### src/rtl/alu_result_collector.sv
// ---------------------------------------------------------------------------
// alu_result_collector
// Captures flag-qualified results from the four ALU execution units, tags
// each one with its source unit and buffers it in a small FIFO. The buffered
// results are then presented downstream over a valid/ready handshake. Errors
// (dropped result, simultaneous flags) are sticky.
//
// Optional feature: define ALU_RESULT_PARITY_EN to store an even-parity bit
// over {src, data} with each entry and expose it on Res_Parity.
//
// Ports:
//   CLK            clock, rising edge
//   RST            synchronous active-low reset
//   Arith_OUT/Flag arithmetic unit result + valid strobe (highest priority)
//   Logic_OUT/Flag logic unit result + valid strobe
//   CMP_OUT/Flag   compare unit result + valid strobe
//   Shift_OUT/Flag shift unit result + valid strobe (lowest priority)
//   Res_Ready      downstream accepts the head entry
//   Err_Clr        clears sticky error bits (a same-cycle set wins)
//   Res_Valid      head entry present
//   Res_Data       head entry result
//   Res_Src        head entry source: 00 arith, 01 logic, 10 cmp, 11 shift
//   Fifo_Count     current occupancy
//   Full           Fifo_Count == FIFO_DEPTH
//   Overflow_Err   sticky: a result was dropped because the FIFO was full
//   Collision_Err  sticky: more than one flag high in the same cycle
//   Res_Parity     (ALU_RESULT_PARITY_EN only) even parity of head entry
// ---------------------------------------------------------------------------
module alu_result_collector #(
  parameter int unsigned DATA_WIDTH = 32,
  parameter int unsigned FIFO_DEPTH = 4,
  parameter int unsigned CNT_WIDTH  = 3
) (
  input  logic                  CLK,
  input  logic                  RST,
  input  logic [DATA_WIDTH-1:0] Arith_OUT,
  input  logic                  Arith_Flag,
  input  logic [DATA_WIDTH-1:0] Logic_OUT,
  input  logic                  Logic_Flag,
  input  logic [DATA_WIDTH-1:0] CMP_OUT,
  input  logic                  CMP_Flag,
  input  logic [DATA_WIDTH-1:0] Shift_OUT,
  input  logic                  Shift_Flag,
  input  logic                  Res_Ready,
  input  logic                  Err_Clr,
  output logic                  Res_Valid,
  output logic [DATA_WIDTH-1:0] Res_Data,
  output logic [1:0]            Res_Src,
  output logic [CNT_WIDTH-1:0]  Fifo_Count,
  output logic                  Full,
  output logic                  Overflow_Err,
  output logic                  Collision_Err
`ifdef ALU_RESULT_PARITY_EN
  ,
  output logic                  Res_Parity
`endif
);

  localparam int unsigned PTR_W = (FIFO_DEPTH > 1) ? $clog2(FIFO_DEPTH) : 1;

  logic [DATA_WIDTH-1:0] mem_data [FIFO_DEPTH];
  logic [1:0]            mem_src  [FIFO_DEPTH];
  logic [PTR_W-1:0]      wr_ptr;
  logic [PTR_W-1:0]      rd_ptr;
  logic [PTR_W-1:0]      rd_ptr_nxt;
  logic [CNT_WIDTH-1:0]  cnt_nxt;

  logic                  push_req;
  logic                  push_acc;
  logic                  pop;
  logic                  collision;
  logic                  overflow;
  logic [DATA_WIDTH-1:0] sel_data;
  logic [1:0]            sel_src;
  logic [DATA_WIDTH-1:0] head_data;
  logic [1:0]            head_src;

`ifdef ALU_RESULT_PARITY_EN
  logic                  mem_par [FIFO_DEPTH];
  logic                  sel_par;
  logic                  head_par;
`endif

  // Fixed-priority source selection: Arith > Logic > CMP > Shift.
  always_comb begin
    sel_data  = Shift_OUT;
    sel_src   = 2'b11;
    push_req  = Arith_Flag | Logic_Flag | CMP_Flag | Shift_Flag;
    collision = (Arith_Flag & Logic_Flag) | (Arith_Flag & CMP_Flag) |
                (Arith_Flag & Shift_Flag) | (Logic_Flag & CMP_Flag) |
                (Logic_Flag & Shift_Flag) | (CMP_Flag & Shift_Flag);
    if (Arith_Flag) begin
      sel_data = Arith_OUT;
      sel_src  = 2'b00;
    end else if (Logic_Flag) begin
      sel_data = Logic_OUT;
      sel_src  = 2'b01;
    end else if (CMP_Flag) begin
      sel_data = CMP_OUT;
      sel_src  = 2'b10;
    end
  end

`ifdef ALU_RESULT_PARITY_EN
  assign sel_par = ^{sel_src, sel_data};
`endif

  // Handshake, occupancy and next-head lookahead so the outputs stay registered
  // yet reflect a push into an empty FIFO one cycle after the flag.
  always_comb begin
    pop        = Res_Valid & Res_Ready;
    push_acc   = push_req & (~Full | pop);
    overflow   = push_req & Full & ~pop;
    rd_ptr_nxt = pop ? rd_ptr + PTR_W'(1) : rd_ptr;
    cnt_nxt    = Fifo_Count;
    if (push_acc && !pop) begin
      cnt_nxt = Fifo_Count + CNT_WIDTH'(1);
    end else if (pop && !push_acc) begin
      cnt_nxt = Fifo_Count - CNT_WIDTH'(1);
    end
    // The entry being written becomes the head when it lands on the next read slot.
    if (push_acc && (rd_ptr_nxt == wr_ptr)) begin
      head_data = sel_data;
      head_src  = sel_src;
    end else begin
      head_data = mem_data[rd_ptr_nxt];
      head_src  = mem_src[rd_ptr_nxt];
    end
`ifdef ALU_RESULT_PARITY_EN
    head_par = (push_acc && (rd_ptr_nxt == wr_ptr)) ? sel_par : mem_par[rd_ptr_nxt];
`endif
  end

  // Entry storage; contents need no reset since the pointers define validity.
  always_ff @(posedge CLK) begin
    if (RST && push_acc) begin
      mem_data[wr_ptr] <= sel_data;
      mem_src[wr_ptr]  <= sel_src;
`ifdef ALU_RESULT_PARITY_EN
      mem_par[wr_ptr]  <= sel_par;
`endif
    end
  end

  // Pointers, occupancy, registered head outputs and sticky errors.
  always_ff @(posedge CLK) begin
    if (!RST) begin
      wr_ptr        <= '0;
      rd_ptr        <= '0;
      Fifo_Count    <= '0;
      Res_Valid     <= 1'b0;
      Full          <= 1'b0;
      Res_Data      <= '0;
      Res_Src       <= '0;
      Overflow_Err  <= 1'b0;
      Collision_Err <= 1'b0;
`ifdef ALU_RESULT_PARITY_EN
      Res_Parity    <= 1'b0;
`endif
    end else begin
      if (push_acc) begin
        wr_ptr <= wr_ptr + PTR_W'(1);
      end
      rd_ptr     <= rd_ptr_nxt;
      Fifo_Count <= cnt_nxt;
      Res_Valid  <= (cnt_nxt != '0);
      Full       <= (cnt_nxt == CNT_WIDTH'(FIFO_DEPTH));
      // Head outputs hold their last value once the FIFO drains.
      if (cnt_nxt != '0) begin
        Res_Data   <= head_data;
        Res_Src    <= head_src;
`ifdef ALU_RESULT_PARITY_EN
        Res_Parity <= head_par;
`endif
      end
      Overflow_Err  <= overflow  | (Overflow_Err  & ~Err_Clr);
      Collision_Err <= collision | (Collision_Err & ~Err_Clr);
    end
  end

endmodule

### config.mk
export PLATFORM = sky130hd
export DESIGN_NAME = alu_result_collector
export DESIGN_NICKNAME = d
export VERILOG_FILES = /design/src/rtl/alu_result_collector.sv
export SDC_FILE = /design/constraint.sdc
export NUM_CORES = 1
export LEC_CHECK = 0
export ABC_AREA = 1
export BUFFER_PORTS_ARGS = -buffer_cell sky130_fd_sc_hd__buf_2
export CAP_MARGIN = 25
export CORE_ASPECT_RATIO = 1.75
export CORE_UTILIZATION = 30
export DETAILED_ROUTE_END_ITERATION = 10
export HOLD_SLACK_MARGIN = 0.03
export PLACE_DENSITY = 0.56
export SETUP_SLACK_MARGIN = 0.15
export SLEW_MARGIN = 20
export SYNTH_ARGS = -nofsm -noshare
export SYNTH_HDL_FRONTEND = slang
export SYNTH_SLANG_ARGS = --single-unit
### constraint.sdc
create_clock -name CLK -period 6 [get_ports CLK]
set_input_delay 0.3 -clock CLK [delete_from_list [all_inputs] [get_ports CLK]]
set_output_delay 0.3 -clock CLK [all_outputs]
set_load 0.02 [all_outputs]
# After elaboration in Yosys (flattened, before gate mapping)

Memory sizes are Yosys's and may differ from the RTL's. A register that Yosys moved wholly into a read port is not among the register bits.
Index checks and enable logic that the tools add are counted.

Word-level logic and storage cells: 59
Register bits after elaboration: 11
Memories: 2
RAM bits: 136
Input bits: 136
Output and inout port bits: 41

Add/sub/neg operators: 4
Multiplexer cells: 11
Eq/ne operators: 1
Bitwise operators: 26
Reductions and logical operators: 8

Memory list:

| memory   | depth | width | read ports | clocked after memory_dff | write ports | line | text |
|---|---|---|---|---|---|---|---|
| mem_data | 4     | 32    | 1          | 1                        | 1           | 61   | `logic [DATA_WIDTH-1:0] mem_data [FIFO_DEPTH];` |
| mem_src  | 4     | 2     | 1          | 1                        | 1           | 62   | `logic [1:0] mem_src [FIFO_DEPTH];` |

Operator list:

| operator              | count |
|---|---|
| $mux W32              | 3 |
| $and A1 B1 Y1         | 12 |
| $or A1 B1 Y1          | 11 |
| $mux W2               | 3 |
| $mux W3               | 2 |
| $add A2 B1 Y2 const B | 2 |
| $logic_not A1 Y1      | 4 |
| $add A3 B1 Y3 const B | 1 |
| $eq A3 B3 Y1 const B  | 1 |
| $logic_and A1 B1 Y1   | 3 |
| $mux W1               | 3 |
| $not A1 Y1            | 3 |
| $reduce_bool A3 Y1    | 1 |
| $sub A3 B1 Y3 const B | 1 |

# Longest topological paths before layout

Gate-level depths: netlist of run 1.

Depth after elaboration: 9
Depth in mapped cells: 14
Depth with buffers taken out: 13

# Worst setup path before layout of run 1

Ideal clock, no wire load.

Kind: register -> register
Start point: register Res_Valid
End point: memory mem_data[0][0] (enable)
Cell stages (with the launch flop): 5
Setup time: 425 ps
Data required time: 5575 ps
Path slack: 3186 ps
Clock period less this slack: 2814 ps
Buffers on the path: 0
Arrival: 2389 ps
Cells stage by stage: dfxtp_1 -> nand2_2 -> nand2_1 -> nand3_2 -> nor2_1

Word-level cells in the longest chain between the ends: 6

Ends and longest elaborated chain:

| item                          | line | text |
|---|---|---|
| from (decl)                   | 46   | `output logic Res_Valid,` |
| from (signal assigned)        | 166  | `Res_Valid <= (cnt_nxt != '0);` |
| $and A1 B1 Y1                 | 111  | `pop = Res_Valid & Res_Ready;` |
| $or A1 B1 Y1                  | 112  | `push_acc = push_req & (~Full \| pop);` |
| $and A1 B1 Y1                 | 112  |  |
| $logic_and A1 B1 Y1           | 136  | `if (RST && push_acc) begin` |
| $mux W1                       | 136  |  |
| $mux W1 (implied by the code) | 137  | `mem_data[wr_ptr] <= sel_data;` |
| to (decl)                     | 61   |  |

No other way between the ends.

# Worst setup path after layout of run 1

Start point: register Res_Valid
End point: register Res_Data[18] (read register of mem_data)

Word-level cells in the longest chain between the ends: 8
Elaborated cells on any way between the ends: 11
Classes of those cells: 3 x mux; 3 x bitwise; 5 x reduce/logical

Ends and longest elaborated chain:

| item                | line | text |
|---|---|---|
| $and A1 B1 Y1 *     | 111  |  |
| $or A1 B1 Y1        | 112  |  |
| $and A1 B1 Y1       | 112  |  |
| $logic_not A1 Y1    | 118  | `end else if (pop && !push_acc) begin` |
| $logic_and A1 B1 Y1 | 118  |  |
| $mux W3             | 118  |  |
| $mux W3             | 116  | `if (push_acc && !pop) begin` |
| $reduce_bool A3 Y1  | 169  | `if (cnt_nxt != '0) begin` |
| to (decl)           | 47   | `output logic [DATA_WIDTH-1:0] Res_Data,` |

Every way passes the cells marked *; elsewhere a longest branch is shown, timed or not.
A chain may end at the register's enable or synchronous reset.

==> results list, run 1 <==
- I/O pins: 177
* Warnings, synthesis: 0
- Number of nets in the final layout: 1,342
- Count of instances resized after the clock tree is built: 0
- Layout cell share with drive strength beyond 1: 20.03%
- Average vias per placed instance: approximately 4.6
* Number of max-cap violations: 0
- Classification of the worst-slack hold path: in -> reg
- Largest driver fanout on the critical path: 35
- The clock tree synthesis step divided the H-tree into 4 levels.
* Clock slew at the register clock pins of the worst setup and hold paths: approximately 70 ps
- After synthesis, flip-flops and latches occupy 55.21% of the total area.
- The wire-length estimate of the detail-placed layout is about 16 mm.
- Clock skew on the completed layout was measured at ~9.5 ps.
* Later-pin clock latency in the skew report: about 440 ps
* Synth Net Count: between 1,000 and 1,500
- Number of vias after detailed routing: 7,408
- Antenna diodes: 0
- Total leakage power: between 4 and 5 nW
- Headroom to the max-slew limit: a little under a third
- The synthesized netlist devotes less than 1% of its cell area to XOR and XNOR gates.
- Complex-gate fraction of the synthesized area: under 10%
- The initialized floorplan defines 83 standard-cell rows.
* Drc violations: 0
- Cells after synthesis: 1,061
- Worst setup margin: roughly 2500 ps
- CTS placed an instance of sky130_fd_sc_hd__clkbuf_16 at the clock tree root.
* Final number of setup-violating endpoints: 0
- Layout-stage area growth over the synthesis result: 19.37%
* Highest layer used for signal routing: met4
* Antenna-violating nets left: 0
- The core region is 0.02949 mm^2.
* Top cells by area, synth: sky130_fd_sc_hd__edfxtp_1 (45%), sky130_fd_sc_hd__nand2_1 (12%), sky130_fd_sc_hd__dfxtp_1 (10%), sky130_fd_sc_hd__nand3_1 (6.0%), sky130_fd_sc_hd__nor2_1 (4.7%)
- Flops & latches, synth: about 180
- Die Ht: around 230 um
- Dividing the synthesized area by the synthesized cell count gives around 8.5 um^2.
- After the first detailed-routing iteration, the DRC count stood at about 470.
* Cell taking the most area after synthesis: sky130_fd_sc_hd__edfxtp_1
- Dividing the detail-routed wire length by the instance count gives between 15 and 20 um.
* Period minus WS final: approximately 3500 ps
- Met2 WL post-DR: 12.07 mm
- In the finished design, the share of the clock period the worst path needs comes to around three fifths.
* Number of fillers in the final layout: 3,058
* Overall power consumption: ~0.0045 W
* Crit start category: flop
- The floorplan step defined a die boundary enclosing a little over 0.03 mm^2.
- Slew at the pin closest to its max-slew limit: between 1000 and 1500 ps
* Post-CTS Repair Setup Buffers: 0
- Element type at the critical path end: flop
- Result of the run: complete, no violations
- Largest net degree at the start of global routing: 96
* Vias in the first global route: 6,989
* Portion of netlist area occupied by mux cells: 0%
- Counting distinct cell types in the post-synthesis netlist gives 31.
* Routed length on met3: ~1.1 mm
- Worst slack at placement: about 2400 ps
- Clock sinks: ~180
- Of the total synthesized cell area, the portion taken by full adders, half adders and majority gates is 0.8315%.
- Largest family of logic cells by synthesized area: simple AND/OR/NAND/NOR gates
- Of the post-synthesis cell area, the dominant cell type holds 45.23%.
- At the end of routability-driven placement, the weighted congestion stood at 0.7833.
- At the worst endpoint, the required time is 6370 ps.
* Post-Route Utilization: a little over a third
* First-pass detailed-route iteration total: 5
- TritonCTS built the clock tree.
* Number of buffers inserted by port buffering: between 150 and 200
- The number of hold buffers added after CTS was 0.
* Max rail drop VDD: 0.2420 mV
- The final count of pins violating max slew is 0.
* Commonest non-fill, non-tap cells in the layout: sky130_fd_sc_hd__nand2_1 (293), sky130_fd_sc_hd__buf_2 (176), sky130_fd_sc_hd__edfxtp_1 (136)
- Maximum root-to-sink buffer count: 2
- Category of the critical setup timing path: reg -> reg
* Most frequent standard cell in the layout excluding fill and tap cells: sky130_fd_sc_hd__nand2_1
- Leftover overflow at the end of global routing: 0
- Number of CTS-inserted buffers: 17
* Total Neg Setup Slack: 0 ps
- M1 wire length: about 11 mm
- Setup repair after global routing left no endpoint under its margin.
- Endpoint arrival time on the critical path: just under 4000 ps
- Once layout is done, the placed cells without fillers occupy about 0.011 mm^2.
- Power per unit of standard cell area: approximately 420 mW/mm^2
- The synthesized netlist occupies a cell area of between 0.009 and 0.01 mm^2.
* Placed standard-cell area: 0.01017 mm^2
- Final Routed Wirelength: 24.18 mm
- Static timing analysis puts the maximum clock frequency at 0.2849 GHz.
- The initial antenna violation count came to 0.
- Global routing used between 10% and 20% of the available tracks across all layers.
- The first global-routing pass estimated 38.31 mm of wire.
- The initial utilization of the core area, before any placement, comes to between 30% and 40%.
- Die width: 133.1 um
- Basic-gate share of the synthesized area counting and, or, nand and nor cells: approximately a quarter
* Final-report hold violation count: 0
power by group:
part           internal, W  total [W]  switching, W
Sequential         0.00159    0.00168     0.0000858
Combinational     0.000525    0.00173       0.00120
Clock             0.000659    0.00114      0.000481
Total              0.00278    0.00454       0.00177
area by class of cell:
cell class	instances	area, um^2	area share (%)
multi-input cells	718	3383	31.39
flip-flops and latches	181	4985	46.25
well taps	382	478.0	4.435
clock buffers	18	429.2	3.982
inverters	96	360.3	3.343
clock inverters	14	173.9	1.614
repair buffers	186	968.4	8.985
flip-flops by register name (all words and copies together), names as in the netlist:
register / cells
Fifo_Count: 3
Res_Src: 2
Overflow_Err: 1
mem_data: 128
Collision_Err: 1
rd_ptr: 2
Res_Valid: 1
Full: 1
Res_Data: 32
mem_src: 8
wr_ptr: 2
worst paths after layout:
path	startpoint	cells past startpoint	slack (ps)	endpoint
setup / recovery	Res_Valid	12	2490	Res_Data[18]
hold / removal	Err_Clr	4	130	Overflow_Err
setup reg to reg	Res_Valid	12	2490	Res_Data[18]
hold reg to reg	Overflow_Err	2	480	Overflow_Err
through the flow:
step | hold WS, ps | instances
after global placement | 461.9 | 1562
after detailed placement | 468.4 | 1563
after floorplan | 475.1 | 1061
final | 133.1 | 1595
after CTS | 119.2 | 1595
after global routing | 155.2 | 1595
metal layers:
layer,global-route usage (%),vias to the layer above
li1,-,3788
met5,0,-
met1,20.61,3405
met4,5.682,0
met2,27.70,193
met3,2.647,22
worst max-delay path: stages, from the launching register on:
cell and delay [ps]:
sky130_fd_sc_hd__dfxtp_1 390, sky130_fd_sc_hd__nand3_2 560, sky130_fd_sc_hd__nand2_1 260, sky130_fd_sc_hd__nand2_2 550, sky130_fd_sc_hd__nand2_1 250, sky130_fd_sc_hd__nand2_2 430
sky130_fd_sc_hd__nand2_4 530, sky130_fd_sc_hd__nand2_1 90, sky130_fd_sc_hd__nand2_1 90, sky130_fd_sc_hd__inv_1 40, sky130_fd_sc_hd__nand2_1 60, sky130_fd_sc_hd__nand2_1 70
sky130_fd_sc_hd__nor2_1 110
cell usage after synthesis:
master,number
sky130_fd_sc_hd__nand2_1,294
sky130_fd_sc_hd__edfxtp_1,136
sky130_fd_sc_hd__nor2_1,112
sky130_fd_sc_hd__nand3_1,108
sky130_fd_sc_hd__inv_1,93
sky130_fd_sc_hd__o21ai_0,60
sky130_fd_sc_hd__dfxtp_1,45
sky130_fd_sc_hd__o21ai_1,34
sky130_fd_sc_hd__a21oi_1,33
sky130_fd_sc_hd__buf_2,29
sky130_fd_sc_hd__a22oi_1,24
sky130_fd_sc_hd__clkbuf_1,22
sky130_fd_sc_hd__nand3b_1,16
sky130_fd_sc_hd__buf_4,9
sky130_fd_sc_hd__a21boi_0,8
sky130_fd_sc_hd__nand2_2,7
sky130_fd_sc_hd__ha_1,6
sky130_fd_sc_hd__buf_1,4
sky130_fd_sc_hd__nand3_2,4
sky130_fd_sc_hd__inv_2,3
sky130_fd_sc_hd__buf_6,2
sky130_fd_sc_hd__nand2_4,2
sky130_fd_sc_hd__nor2_4,2
sky130_fd_sc_hd__nand3_4,1
sky130_fd_sc_hd__nand4_1,1
sky130_fd_sc_hd__nand4_2,1
sky130_fd_sc_hd__nor2_2,1
sky130_fd_sc_hd__nor2_8,1
sky130_fd_sc_hd__nor4_1,1
sky130_fd_sc_hd__xnor2_1,1
sky130_fd_sc_hd__xor2_1,1
logic make-up after synthesis:
kind of cell | count (synthesis)
xor+xnor | 2
flops | 181
buf+inv | 162
simple gates | 551
fa+ha+maj | 6
compound gates | 159
Note: power is estimated with default switching activity, not from simulation.
==> inputs of run 2 (changes only) <==
Clock period 6 ns to 3.5 ns, I/O delays scaled along.
==> run 2 against run 1 <==
  * Routed wire length increased by 0.86%
  * Setup slack worse by 1400 ps
  * Sequential cell count unchanged
  * Critical endpoint is now Res_Data[28]
  * Critical path type unchanged
  * Largest power group unchanged
==> results list, run 2 (synthesis results as in run 1) <==
- Top flop regs: mem_data (128), Res_Data (32), mem_src (8)
* WP data required: 3880 ps (-2490 ps)
* Clock sinks: 181 (unchanged)
* Final number of setup-violating endpoints: 0 (unchanged)
- Largest register FFs: 128 (unchanged)
- Overall power consumption: 0.007751 W (+71%)
- Critical Path Start: Res_Valid
- Setup repair after global routing left no endpoint under its margin.
- The layout cell share with drive strength beyond 1 was 20.38% (+0.34 points).
- The via count of the first global-routing pass was 7,170 (+2.6%).
- Number of vias after detailed routing: 7,438 (+0.40%)
* Average vias per placed instance: 4.637 (-0.16%)
* Crit start category: flop
- I/O pins: 177 (unchanged)
- The number of port buffers came to 176 (unchanged).
* Fmax: 0.4210 GHz (+48%)
* Commonest non-fill, non-tap cells in the layout: sky130_fd_sc_hd__nand2_1 (293), sky130_fd_sc_hd__buf_2 (176), sky130_fd_sc_hd__edfxtp_1 (136)
* Total Neg Setup Slack: 0 ps (unchanged)
- The peak fanout along the critical path is 24 (-31%).
* Antenna-violating nets left: 0 (unchanged)
* Number of fillers in the final layout: 3,069 (+0.36%)
- The largest voltage drop on the vdd net is 0.4513 mV (+86%).
- The clock period minus final worst setup slack was 2375 ps (-1135 ps).
* Wire length of the first global-routing pass: 38.63 mm (+0.83%)
- Most frequent standard cell in the layout excluding fill and tap cells: sky130_fd_sc_hd__nand2_1
* HPWL after detailed placement: 16.31 mm (+1.4%)
- The quantity of hold-fixing buffers added after cts came to 0 (unchanged).
- H-tree depth: 4 (unchanged)
- The number of remaining DRC errors is 0 (unchanged).
* Max Clock Skew: 9.651 ps (+0.1427 ps)
- Final slew viol count: 0 (unchanged)
- Number of CTS-inserted buffers: 17 (unchanged)
- Final clock period utilization by the worst path: 67.86% (+9.4 points)
* Count of instances resized after the clock tree is built: 0 (unchanged)
- The aggregate routed wire length is 24.39 mm (+0.86%).
- The starting DRC count in detailed routing was 489 (+4.5%).
- In this run the most critical hold path is launched from Err_Clr.
* Headroom to the max-slew limit: 39.52% (+8.3 points)
* Die width: 133.1 um (unchanged)
- Element type at the critical path end: flop
- Overall global routing resource usage: 16.38% (+0.15 points)
* Post-CTS Repair Setup Buffers: 0 (unchanged)
- Classification of the worst-slack hold path: in -> reg
* Die Ht: 231.5 um (unchanged)
* Origin of the critical flop-to-flop path: Res_Valid
* Total leakage power: 4.832 nW (+1.0%)
- Global placer's final weighted congestion: 0.7952 (+1.5%)
- Result of the run: complete, no violations
- The residual overflow from global routing was 0 (unchanged).
* Later-pin clock latency in the skew report: 440 ps (about the same)
* Endpoint arrival time on the critical path: 2760 ps (-1120 ps)
- The number of nets in the final layout was 1,352 (+0.75%).
- Antenna diodes: 0 (unchanged)
- The maximum root-to-sink buffer count was 2 (unchanged).
* Die Area: 0.03082 mm^2 (unchanged)
- The number of max-cap violations was 0 (unchanged).
* Register containing the most flip-flops in the final layout: mem_data
- Hold Crit Endpoint: Overflow_Err
* Number of cells traversed by the worst register-to-register path: 13 (+1)
* TritonCTS clock tree: built
- The cell depth of the worst min-delay path came to 4 (unchanged).
- The number of failing hold endpoints at the final stage came to 0 (unchanged).
- Category of the critical setup timing path: reg -> reg
* Row cnt: 83 (unchanged)
- The placeable core region came to 0.02949 mm^2 (unchanged).
- In this run the critical register-to-register path is captured at Res_Data[28].
- Clock slew at the register clock pins of the worst setup and hold paths: 60 ps (about the same)
* Cell chosen for the clock root: sky130_fd_sc_hd__clkbuf_16
* Register-to-Register Setup Slack: 1120 ps (-1360 ps)
- Wire length per cell after detailed routing: 15.20 um (+0.29%)
* Largest net degree at the start of global routing: 96 (unchanged)
* Power per unit of standard cell area: 715.5 mW/mm^2 (+70%)
- The slew at the pin closest to its max-slew limit is 897.6 ps (-123.3 ps).
- First-pass detailed-route iteration total: 5 (unchanged)
- Starting utilization of the core area: 30.61% (unchanged)
* Layout-stage area growth over the synthesis result: 19.98%
* Initial antenna violation count: 0 (unchanged)
==> run 2: changes by cell type in the layout (fill, tap and decap cells not counted), moves of 2 or more <==
cell                         previous run  this run
sky130_fd_sc_hd__buf_4                  9        18
sky130_fd_sc_hd__inv_6                  5         1
sky130_fd_sc_hd__clkinv_2               0         3
sky130_fd_sc_hd__clkbuf_1               1         3
sky130_fd_sc_hd__clkinvlp_4             3         1
==> run 2: through the flow <==
stage	instance area [um^2]	setup WS (ps)	hold WS, ps	cells	utilization [%]
6_report	10830	1125	44.84	1604	36.73
5_1_grt	10830	876.9	56.07	1604	36.73
4_1_cts	10830	1132	36.67	1604	36.73
3_5_place_dp	10260	962.6	470.8	1573	34.80
3_3_place_gp	10260	970.3	464.8	1573	34.80
2_1_floorplan	9029	686.2	350.1	1061	-
==> run 2: final cells by class <==
cell class / count / area [um^2] / area share, %
Clock buffer: 20 / 436.7 / 4.031
Multi-Input combinational cell: 718 / 3383 / 31.23
Tap cell: 382 / 478.0 / 4.412
Clock inverter: 11 / 133.9 / 1.236
Sequential cell: 181 / 4985 / 46.02
Timing Repair Buffer: 196 / 1056 / 9.748
Inverter: 96 / 360.3 / 3.326
==> run 2: how the worst max path moves through the flow <==
stage	end	slack, ps
2_1_floorplan	mem_data[0][0]	690
6_report	Res_Data[28]	1120
4_1_cts	Res_Data[7]	1130
5_1_grt	Res_Data[17]	880
3_3_place_gp	Res_Data[18]	970
3_5_place_dp	Res_Data[31]	960
==> run 2: worst max-delay path: stages, from the launching register on <==
cell and delay [ps]:
sky130_fd_sc_hd__dfxtp_1 340, sky130_fd_sc_hd__nand2_2 180, sky130_fd_sc_hd__nand2_4 210, sky130_fd_sc_hd__buf_4 300, sky130_fd_sc_hd__nand3_1 100, sky130_fd_sc_hd__nand2_1 100, sky130_fd_sc_hd__nor2_4 290, sky130_fd_sc_hd__buf_4 340
sky130_fd_sc_hd__nand3_1 110, sky130_fd_sc_hd__nand2_1 90, sky130_fd_sc_hd__inv_1 50, sky130_fd_sc_hd__nand2_1 60, sky130_fd_sc_hd__nand2_1 60, sky130_fd_sc_hd__nor2_1 80
==> run 2: power by group <==
group / total [W] / internal, W / switching (W)
logic: 0.00298 / 0.000927 / 0.00206
clock network: 0.00189 / 0.00111 / 0.000778
registers: 0.00288 / 0.00273 / 0.000149
total: 0.00775 / 0.00477 / 0.00298
==> run 2: per-layer routing <==
layer  global-route usage (%)  routed length (um)  vias up
met3                    2.734                1188       23
met5                        0                   0        -
met2                    28.47               11980      218
li1                         -                   -     3804
met1                    20.41               10830     3393
met4                    5.540                 382        0
